--- config.mk ---
export PLATFORM = sky130hd
export DESIGN_NAME = mask_index_sequencer
export DESIGN_NICKNAME = d
export VERILOG_FILES = /design/src/rtl/mask_index_sequencer.sv
export SDC_FILE = /design/constraint.sdc
export NUM_CORES = 1
export LEC_CHECK = 0
export ABC_CLOCK_PERIOD_IN_PS = 5600
export BUFFER_PORTS_ARGS = -buffer_cell sky130_fd_sc_hd__buf_2
export CORE_MARGIN = 10
export CORE_UTILIZATION = 63
export CTS_BUF_LIST = sky130_fd_sc_hd__clkbuf_8
export DETAILED_ROUTE_END_ITERATION = 8
export PLACE_DENSITY_LB_ADDON = 0.12
export SLEW_MARGIN = 20
export SYNTH_ARGS = -nofsm -noshare
export SYNTH_HDL_FRONTEND = slang
export SYNTH_SLANG_ARGS = --single-unit
--- constraint.sdc ---
create_clock -name clk -period 5.6 [get_ports clk]
set_clock_uncertainty 0.1 [all_clocks]
set_input_delay 1.12 -clock clk [delete_from_list [all_inputs] [get_ports clk]]
set_output_delay 1.12 -clock clk [all_outputs]
set_load 0.05 [all_outputs]
--- src/rtl/mask_index_sequencer.sv ---
// rtl/mask_index_sequencer.sv - MSB-first set-bit index sequencer over valid/ready mask and index streams
// Optional MASK_SEQ_EMPTY_BEAT_EN: an all-zero mask yields one beat flagged on idx_empty_o.
module mask_index_sequencer #(
   parameter int WIDTH = 32,
   parameter int IDX_W = 5
) (
   input  logic             clk,
   input  logic             nreset_i,
   input  logic             flush_i,
   input  logic             mask_valid_i,
   output logic             mask_ready_o,
   input  logic [WIDTH-1:0] mask_i,
   output logic             idx_valid_o,
   input  logic             idx_ready_i,
   output logic [IDX_W-1:0] idx_o,
   output logic             idx_last_o,
`ifdef MASK_SEQ_EMPTY_BEAT_EN
   output logic             idx_empty_o,
`endif
   output logic             busy_o
);

   localparam int LZ_W = IDX_W + 1;

   typedef enum logic {IDLE, RUN} state_t;

   state_t           state;
   logic [WIDTH-1:0] mask_q;
   logic [WIDTH-1:0] top_bit;
   logic [LZ_W-1:0]  lz;
   logic             run;
   logic             single;
   logic             mask_hs;
   logic             idx_hs;
`ifdef MASK_SEQ_EMPTY_BEAT_EN
   logic             empty_q;
`endif

   // Leading-zero count; the extra MSB flags an all-zero input (result == WIDTH).
   function automatic logic [LZ_W-1:0] lzc(input logic [WIDTH-1:0] m);
      logic [LZ_W-1:0] n;
      n = LZ_W'(WIDTH);
      for (int i = 0; i < WIDTH; i++) begin
         if (m[i]) n = LZ_W'(WIDTH - 1 - i);
      end
      return n;
   endfunction

   assign lz = lzc(mask_q);

   always_comb begin
      top_bit = '0;
      for (int i = 0; i < WIDTH; i++) begin
         top_bit[i] = (lz == LZ_W'(WIDTH - 1 - i));
      end
   end

   assign run    = (state == RUN);
   assign single = (mask_q != '0) && ((mask_q & (mask_q - WIDTH'(1))) == '0);

   assign busy_o      = run;
   assign idx_valid_o = run;
   assign idx_o       = run ? lz[IDX_W-1:0] : '0;
`ifdef MASK_SEQ_EMPTY_BEAT_EN
   assign idx_last_o  = run & (single | empty_q);
   assign idx_empty_o = run & empty_q;
`else
   assign idx_last_o  = run & single;
`endif

   // Ready in RUN only on the final beat so the next mask chains in without a bubble.
   assign mask_ready_o = nreset_i & ~flush_i & (~run | (idx_ready_i & idx_last_o));
   assign mask_hs      = mask_valid_i & mask_ready_o;
   assign idx_hs       = run & idx_ready_i;

   always_ff @(posedge clk or negedge nreset_i) begin
      if (!nreset_i) begin
         state  <= IDLE;
         mask_q <= '0;
`ifdef MASK_SEQ_EMPTY_BEAT_EN
         empty_q <= 1'b0;
`endif
      end else if (flush_i) begin
         state  <= IDLE;
         mask_q <= '0;
`ifdef MASK_SEQ_EMPTY_BEAT_EN
         empty_q <= 1'b0;
`endif
      end else if (mask_hs) begin
         mask_q <= mask_i;
`ifdef MASK_SEQ_EMPTY_BEAT_EN
         state   <= RUN;
         empty_q <= (mask_i == '0);
`else
         state   <= (mask_i != '0) ? RUN : IDLE;
`endif
      end else if (idx_hs) begin
         mask_q <= mask_q & ~top_bit;
         if (idx_last_o) begin
            state <= IDLE;
`ifdef MASK_SEQ_EMPTY_BEAT_EN
            empty_q <= 1'b0;
`endif
         end
      end
   end

endmodule

# Yosys cells after proc, flatten, opt, wreduce, memory -nomap -nowiden
# Index checks and enable logic that the tools add are counted.
# op_classes
addsub,1
n_eq_ne,31
n_mux,41
n_bitwise,12
n_reduce_logical,8
# ops
operator,count
6-bit two-way mux,32
"6-bit by 5-bit equality test with 1-bit output, second input constant",16
32-bit two-way mux,3
32-bit bitwise AND,2
32-bit nonzero test,2
"6-bit by 4-bit equality test with 1-bit output, second input constant",8
32-bit zero test,1
32-bit NOT,1
"32-bit by 1-bit subtractor with 32-bit output, second input constant",1
"6-bit by 3-bit equality test with 1-bit output, second input constant",4
"6-bit by 2-bit equality test with 1-bit output, second input constant",2
1-bit bitwise AND,6
"6-bit by 1-bit equality test with 1-bit output, second input constant",1
6-bit zero test,1
3-bit nonzero test,2
1-bit two-way mux,5
5-bit two-way mux,1
1-bit NOT,2
2-bit AND reduction,1
1-bit logical AND,1
1-bit OR,1
# word_totals
reg_bits,33
in_bits,37
elab_cells,95

# Longest topological paths before layout
# Gate-level depths: netlist of run 1.
# depth
depth_word,38
depth_mapped,11
mapped_depth_nobuf,8

# Worst setup path after synthesis of run 1
# No wires, ideal clock.
# synth_timing
path_type,register -> output
start,register mask_q[5]
end,output port mask_ready_o
arrival_time_ns,3.194
setup_slack_ns,1.186
stages_incl_launch_ff,9
n_path_buf,1
path_cell_list,dfrtp_1 > buf_6 > nor4_4 > nand4_4 > o31ai_1 > o2111ai_1 > or4_1 > or3_4 > a21oi_1
# synth_via
elab_chain_cells,8
elab_cells_between_ends,9
# synth_lines
item,line_no,source
"start, declared",28,logic [WIDTH-1:0] mask_q;
"start signal, assigned",90,mask_q <= mask_i;
"start signal, assigned",98,mask_q <= mask_q & ~top_bit;
32-bit by 1-bit subtractor with 32-bit output,59,assign single = (mask_q != '0) && ((mask_q & (mask_q - WIDTH'(1))) == '0);
32-bit bitwise AND,59,
32-bit zero test,59,
1-bit logical AND *,59,
1-bit bitwise AND *,68,assign idx_last_o = run & single;
1-bit bitwise AND *,72,assign mask_ready_o = nreset_i & ~flush_i & (~run | (idx_ready_i & idx_last_o));
1-bit OR *,72,
1-bit bitwise AND *,72,
"end, declared",11,"output logic mask_ready_o,"
# Mark *: on every way between the ends. The rest lies on a longest branch, timed or not.

# Worst setup path after layout of run 1
# layout_timing
start,register mask_q[1]
end,output port mask_ready_o
# Same word-level chain as after synthesis.

==> flow_summary.ini, run 1 <==
[timing]
worst_pin_slew_ps = 941
whs_ps = 534
rsz0062_at_grt = no
timing.fmax_mhz = 217
finalHoldViolCount = 0
period_minus_slack_ps = 4610
min_period_over_period_pct = 82.3
fin_tns_setup_ps = 0
drv_slew = 0
finalSetupViolCount = 0
slew_headroom_pct = 37.0

[worst_hold_path]
hold_path.startpoint = mask_q[29]
hold_depth = 1
hold_path.class = reg2reg
holdPathEnd = mask_q[29]

[logic_synthesis]
syn_nets = 343
yosysMostFrequentCell = dfrtp_1
yosysTopAreaCellShare_pct = 31.2
yosysSeqAreaShare_pct = 31.2
synth_edf_count = 0
ys_types = 52
yosysTopAreaCell = dfrtp_1
syn_area_per_cell_sq_um = 8.66
synthFlopType = dfrtp_1
yosys-top-cells-count = dfrtp_1, nor2_1, nand2_1
synth_area_sq_mm = 0.00265
async_flop_share_pct = 100
synth.area.top_cells = dfrtp_1, a221o_1, mux2i_1
synthCells = 306
synth-seq-cells = 33
yosysWarningCount = 0

[drt]
drt.antenna.violating_nets = 0
drtPass1Iterations = 7
drc_errors = 0
via_count = 2908
routed_wl_microns = 9190
via_per_inst = 7.44
drt_iter0_drc = 520
wl_per_cell_microns = 23.5

[floorplan]
start_util_pct = 65.8
rows = 23
ios = 46
die_height_microns = 84.9
die_w_microns = 84.9
coreArea_sq_mm = 0.00403
dieArea_sq_mm = 0.00720

[worst_setup_path]
cp-start-kind = flip-flop
worstPathMaxFanout = 10
critical_path_class = reg2out
rrSetupSlack_ps = 1480
r2r_end = mask_q[11]
crit-reg2reg-launch = mask_q[1]
end_kind = output pin
cp_data_arrival_time_ps = 3390
r2r.worst_path.cells = 9
crit_start = mask_q[1]
crit_required_ps = 4380

[power_and_ir_drop]
power_leakage_nw = 1.28
swShare_pct = 40.6
combPwrFrac_pct = 37.0
seqPwrFrac_pct = 34.4
p_sw_mw = 0.337
p_clk_share_pct = 28.6
p_per_area_mw_per_mm2 = 279
irDropWorstVdd_mv = 0.187
p_int_mw = 0.493
finalPower_mw = 0.829

[clock_network]
clk_pin_slew_worst_paths_ps = 70
cts_tree = done
ctsResizeCount = 0
cts_buffer_depth = 2
numCtsBuffers = 5
hold_buffers = 0
postCtsSetupBuffers = 0
clock-root-buffer = clkbuf_8
htreeDepth = 2
insertion_delay_ps = 290
cts.sinks = 33

[final_layout]
drive_above_1_share_pct = 20.5
fin_nets = 377
num-fill-cells = 316
diodes = 0
synthToLayoutAreaGrowth_pct = 12.1
instances_no_fill = 391

[global_routing]
track_usage_pct = 25.0
grt_max_degree = 37
grt_pass1_wl_microns = 14900
antenna_found_initial = 0
overflow = 0
grt_pass1_vias = 2850

[outcome]
status = finished, final reports clean

[placement]
io_buffers = 45
place_hpwl_microns = 6730
routabilityCongestion = 0.978
dp_cells = 383

[run]
cap_viol_max_count = 0
## metal layers
layer	global-route usage, %	share of wire [%]
met3	8.32	13
met2	36.4	43
met4	7.78	2.8
met5	0	0
met1	33.9	41
## cell type report
type / count / area, sq um / share of cell area [%]
Tap cell: 50 / 62.6 / 2.11
Inverter: 19 / 71.3 / 2.40
Sequential cell: 33 / 826 / 27.8
Clock inverter: 2 / 33.8 / 1.14
Multi-Input combinational cell: 233 / 1650 / 55.4
Timing Repair Buffer: 48 / 248 / 8.34
Clock buffer: 6 / 82.6 / 2.78
## metrics by stage
stage | setup slack, ps | cell area, sq um | util, %
3_5_place_dp | 1330 | 2850 | 70.8
4_1_cts | 1010 | 2970 | 73.7
2_1_floorplan | 1190 | 2650 | -
5_1_grt | 821 | 2970 | 73.7
3_3_place_gp | 1420 | 2850 | 70.8
6_report | 993 | 2970 | 73.7
## placed cells by master (no fill, tap or decap), types with 11 or more instances in the layout
cell type	netlist	routed
a21oi_1	11	11
a221o_1	16	16
buf_2	2	45
dfrtp_1	33	33
inv_1	18	19
mux2i_1	11	11
nand2_1	22	22
nor2_1	24	24
nor3_1	18	18
nor4_1	15	15
o211ai_1	14	14
o21ai_0	11	11
## power by group through the flow
stage	clock (mW)	combinational (mW)	sequential, mW
2_1_floorplan	0	0.212	0.274
6_report	0.237	0.307	0.285
4_1_cts	0.237	0.296	0.283
5_1_grt	0.245	0.328	0.287
3_3_place_gp	0	0.293	0.287
3_5_place_dp	0	0.294	0.288
## critical path: stages, from the launching register on
cell	delay [ps]
dfrtp_1	470
nor4_4	500
nand4_4	260
o31ai_1	310
o2111ai_1	130
or4_1	550
or3_4	430
a21oi_1	160
buf_2	280
## sequential cells by signal (all words and copies together), names as in the netlist
name	cells
busy_o	1
mask_q	32
## kinds of logic (layout without fill, tap and decap cells)
kind of cell           after synthesis  after routing  share of synthesized area (%)
AO/OA/AOI/OAI                       96             96                           28.7
buffers and inverters               40             75                           6.89
flip-flops                          33             33                           31.2
multiplexers                        16             16                           6.28
AND/OR/NAND/NOR                    121            121                           27.0
## how the worst max path moves through the flow
stage | endpoint | slack, ps
detailed placement | mask_ready_o | 1330
finish | mask_ready_o | 990
global placement | mask_ready_o | 1420
floorplan | mask_ready_o | 1190
CTS | mask_ready_o | 1010
global route | mask_ready_o | 820
No activity file was read; power rests on OpenSTA's default activity.
==> run 2: changes to the inputs <==
ABC_CLOCK_PERIOD_IN_PS = 4200   (was 5600)
CORE_UTILIZATION = 53   (was 63)
clock period = 4.2 ns   (was 5.6 ns; I/O delays follow)
==> run 2 against run 1 <==
Die area rose by 14%. Non-clock buffer count is 22 higher. Total power is 28% higher. Routed wire length up 8.0%. Cell count grew 10%.
==> flow_summary.ini, run 2 (synthesized netlist as in run 1, its figures left out) <==
[outcome]
status = finished, final reports clean

[worst_setup_path]
critical_path_class = reg2out
cp_data_arrival_time_ps = 3160
cp_slowest_stage_delay_ps = 540
crit-reg2reg-launch = mask_q[3]
crit_start = mask_q[3]
rrSetupSlack_ps = 690
crit_top_cell = buf_4
path_cells = nor4_4, buf_4, nand4_1, o21ai_1, o2111ai_1, or4_1, or3_4, a21oi_1, buf_4
crit_family = simple AND/OR/NAND/NOR gates
cp-start-kind = flip-flop
crit_slowest_cell = or4_1
worstPathMaxFanout = 6
path_buf_inv = 2
end_kind = output pin
crit_required_ps = 3260
r2r.worst_path.cells = 10
r2r_end = mask_q[7]

[final_layout]
drive_above_1_share_pct = 27.3
layout_common_cells = buf_2, dfrtp_1, buf_4
diodes = 0
synthToLayoutAreaGrowth_pct = 19.1
largest_register_ffs = 32
num-fill-cells = 403
fin_nets = 399
final_util_pct = 65.9
final_common_cell = buf_2
instances_no_fill = 430
top_register = mask_q

[timing]
timing.fmax_mhz = 244
worst_pin_slew_ps = 910
finalHoldViolCount = 0
min_period_over_period_pct = 97.7
whs_ps = 411
drv_slew = 0
finalSetupViolCount = 0
slew_headroom_pct = 39.1
period_minus_slack_ps = 4100

[drt]
drt.antenna.violating_nets = 0
drc_errors = 0
via_count = 3025
wl_per_cell_microns = 23.1
routed_wl_microns = 9930
via_per_inst = 7.03
drt_iter0_drc = 450
drtPass1Iterations = 5

[global_routing]
grt_max_degree = 22
grt_pass1_vias = 2949
antenna_found_initial = 0
track_usage_pct = 23.2
overflow = 0
grt_pass1_wl_microns = 15500

[clock_network]
htreeDepth = 2
cts_buffer_depth = 2
cts_tree = done
cts.sinks = 33
clock-root-buffer = clkbuf_8
clk_pin_slew_worst_paths_ps = 70
insertion_delay_ps = 290
numCtsBuffers = 5

[placement]
dp_cells = 414
io_buffers = 45
routabilityCongestion = 1.06
place_hpwl_microns = 7420

[floorplan]
coreArea_sq_mm = 0.00479
rows = 25
start_util_pct = 55.4
die_w_microns = 90.7
dieArea_sq_mm = 0.00823
die_height_microns = 90.7
ios = 46

[run]
cap_viol_max_count = 0

[power_and_ir_drop]
finalPower_mw = 1.06
power_leakage_nw = 1.36
p_per_area_mw_per_mm2 = 337
irDropWorstVdd_mv = 0.172

[worst_hold_path]
hold_path.class = in2async
-- run 2: worst max-delay path by stage --
stage                     depth (start not counted)           end
after detailed placement                          8  mask_ready_o
final                                             9  mask_ready_o
after floorplan                                   8  mask_ready_o
after global placement                            8  mask_ready_o
after CTS                                         8  mask_ready_o
after global routing                              9  mask_ready_o
-- run 2: cell type report --
type / instances / area, sq um / area share (%)
multi-input combinational: 233 / 1670 / 52.9
sequential: 33 / 832 / 26.4
timing repair buffer: 70 / 415 / 13.2
tap: 67 / 83.8 / 2.66
inverter: 19 / 71.3 / 2.26
clock buffer: 5 / 68.8 / 2.18
clock inverter: 3 / 15.0 / 0.476
-- run 2: per-stage QoR --
stage | instance area [sq um] | worst slack (ps) | setup TNS [ps]
CTS | 3090 | 43.9 | 0
finish | 3160 | 98.3 | 0
floorplan | 2650 | 66.1 | 0
detailed placement | 2980 | 254 | 0
global placement | 2980 | 333 | 0
global route | 3160 | -46.9 | -46.9
-- run 2: timing repair --
action / in CTS / in global routing
setup endpoints to repair: 1 / 1
hold buffers: 0 / 0
endpoints found under the hold margin: 0 / 0
buffers inserted: 2 / 6
gates resized for setup: 1 / 11
pin swaps: 3 / 4
-- run 2: power breakdown --
group          leakage [nW]  internal (mW)  switching [mW]
clock                0.0467          0.112           0.122
sequential            0.442          0.336          0.0384
combinational         0.875          0.161           0.294
total                  1.36          0.609           0.454
-- run 2: metal layers --
metal | share of wire (%) | vias up | global-route usage (%)
li1 | - | 1320 | -
met1 | 40 | 1437 | 30.7
met2 | 44 | 235 | 34.0
met3 | 13 | 33 | 7.15
met4 | 2.6 | 0 | 9.42
met5 | 0 | - | 0
-- run 2: worst register-to-register path: cells and delay by family (launching register included) --
kind | cells | cell delay (ps)
muxes | 1 | 370
DFF | 1 | 470
and+or+nand+nor | 4 | 1540
buffers and inverters | 2 | 470
AOI/OAI and AO/OA | 3 | 450
==> run 3: changes to the inputs <==
BUFFER_PORTS_ARGS = unset   (was -buffer_cell sky130_fd_sc_hd__buf_2)
CORE_ASPECT_RATIO = 0.9   (was unset)
CORE_UTILIZATION = 60   (was 53)
DONT_BUFFER_PORTS = 1   (was unset)
==> run 3 against run 2 <==
Utilization up 6.5 points. Total power rose by 5.0%. Global-route usage is 0.84 points higher. Register-to-register slack lost 50 ps. Sequential power barely moved. Worst setup slack improved by 26 ps. Die area is 9.1% lower. Cell count fell by 10%. Non-clock buffer count shrank 36. Design area fell by 4.0%. Sequential share of layout area up 1.1 points. Largest power group unchanged. Highest routed layer unchanged.
==> flow_summary.ini, run 3 (synthesized netlist as in run 1, its figures left out) <==
[outcome]
status = finished, final reports clean

[global_routing]
overflow = 0
grt_max_degree = 37
grt_pass1_vias = 2624
antenna_found_initial = 0
grt_pass1_wl_microns = 14800
track_usage_pct = 24.0

[drt]
via_per_inst = 7.49
drc_errors = 0
wl_per_cell_microns = 24.8
via_count = 2893
drtPass1Iterations = 6
drt.antenna.violating_nets = 0
drt_iter0_drc = 502
routed_wl_microns = 9570

[floorplan]
rows = 22
die_height_microns = 83.1
start_util_pct = 63.3
coreArea_sq_mm = 0.00418
die_w_microns = 90.1
ios = 46
dieArea_sq_mm = 0.00748

[timing]
timing.fmax_mhz = 245
slew_headroom_pct = 47.7
finalHoldViolCount = 0
fin_tns_setup_ps = 0
fin_ws_ps = 124
finalSetupViolCount = 0
worst_pin_slew_ps = 782
min_period_over_period_pct = 97.0
drv_slew = 0
period_minus_slack_ps = 4080

[power_and_ir_drop]
swShare_pct = 39.9
irDropWorstVdd_mv = 0.229
power_leakage_nw = 1.24
p_per_area_mw_per_mm2 = 369
combPwrFrac_pct = 39.7
seqPwrFrac_pct = 33.7
finalPower_mw = 1.12
p_sw_mw = 0.445
p_clk_share_pct = 26.7
p_int_mw = 0.671

[final_layout]
top_register = mask_q
final_area_sq_mm = 0.00303
synthToLayoutAreaGrowth_pct = 14.3
largest_register_ffs = 32
diodes = 0
final_util_pct = 72.4
final_common_cell = buf_4
drive_above_1_share_pct = 20.6
fin_nets = 363
layout_common_cells = buf_4, dfrtp_1, nor2_1

[worst_setup_path]
cp_slowest_stage_delay_ps = 550
crit_family = simple AND/OR/NAND/NOR gates
end_kind = output pin
worstPathMaxFanout = 8
cp-start-kind = flip-flop
path_cells = nor4_4, nand4_4, o21ai_0, o2111ai_1, or4_4, or3_4, a21oi_1, buf_4
crit_slowest_cell = or4_4
path_buf_inv = 1
crit_required_ps = 3260
critical_path_class = reg2out
cp_data_arrival_time_ps = 3140

[placement]
pre_cts_ws_ps = 237
place_hpwl_microns = 6910
io_buffers = 0
placed_area_sq_mm = 0.00279
routabilityCongestion = 0.999

[clock_network]
cts.sinks = 33
insertion_delay_ps = 290
cts_buffer_depth = 2
clk_pin_slew_worst_paths_ps = 80
cts_tree = done
hold_buffers = 0
numCtsBuffers = 5
clock-root-buffer = clkbuf_8
htreeDepth = 2

[run]
cap_viol_max_count = 0

[worst_hold_path]
hold_path.class = in2async
run 3: path summary, 6_finish.rpt:
| check | from | end | slack (ps) | depth (start not counted) |
|---|---|---|---|---|
| worst min register to register | mask_q[31] | mask_q[31] | 530 | 1 |
| worst max register to register | mask_q[15] | mask_q[11] | 640 | 9 |
| worst max-delay path | mask_q[15] | mask_ready_o | 120 | 8 |
| worst min-delay path | nreset_i | mask_q[30] | 130 | 0 |
| max in group asynchronous | nreset_i | mask_q[5] | 3760 | 0 |
| min in group clk | mask_q[31] | mask_q[31] | 530 | 1 |
run 3: power groups by stage:
stage,clock (mW),combinational (mW),sequential (mW)
2_1_floorplan,0,0.282,0.365
3_3_place_gp,0,0.393,0.378
3_5_place_dp,0,0.388,0.379
4_1_cts,0.294,0.398,0.373
5_1_grt,0.311,0.468,0.378
6_report,0.298,0.443,0.376
run 3: per-stage QoR:
step                      hold slack (ps)  std cells
after floorplan                       441        306
after global placement                445        367
after detailed placement              445        367
after CTS                             136        376
after global routing                  127        386
final                                 131        386
run 3: what timing repair did:
item                       CTS  global route
pin swaps                    2             5
setup endpoints to repair    1             1
setup buffers                2            10
gates resized for setup      1            11
run 3: final cells by class:
class / count / area, sq um
Clock buffer: 5 / 68.8
Clock inverter: 2 / 35.0
Fill cell: 350 / 1150
Inverter: 19 / 71.3
Multi-Input combinational cell: 233 / 1690
Sequential cell: 33 / 833
Tap cell: 60 / 75.1
Timing Repair Buffer: 34 / 259
run 3: routing by layer:
metal	up-vias	global-route usage (%)	wire length, microns
met4	0	6.32	158
met3	26	7.64	1390
met1	1377	34.3	3890
met5	-	0	0
li1	1247	-	-
met2	243	33.8	4130
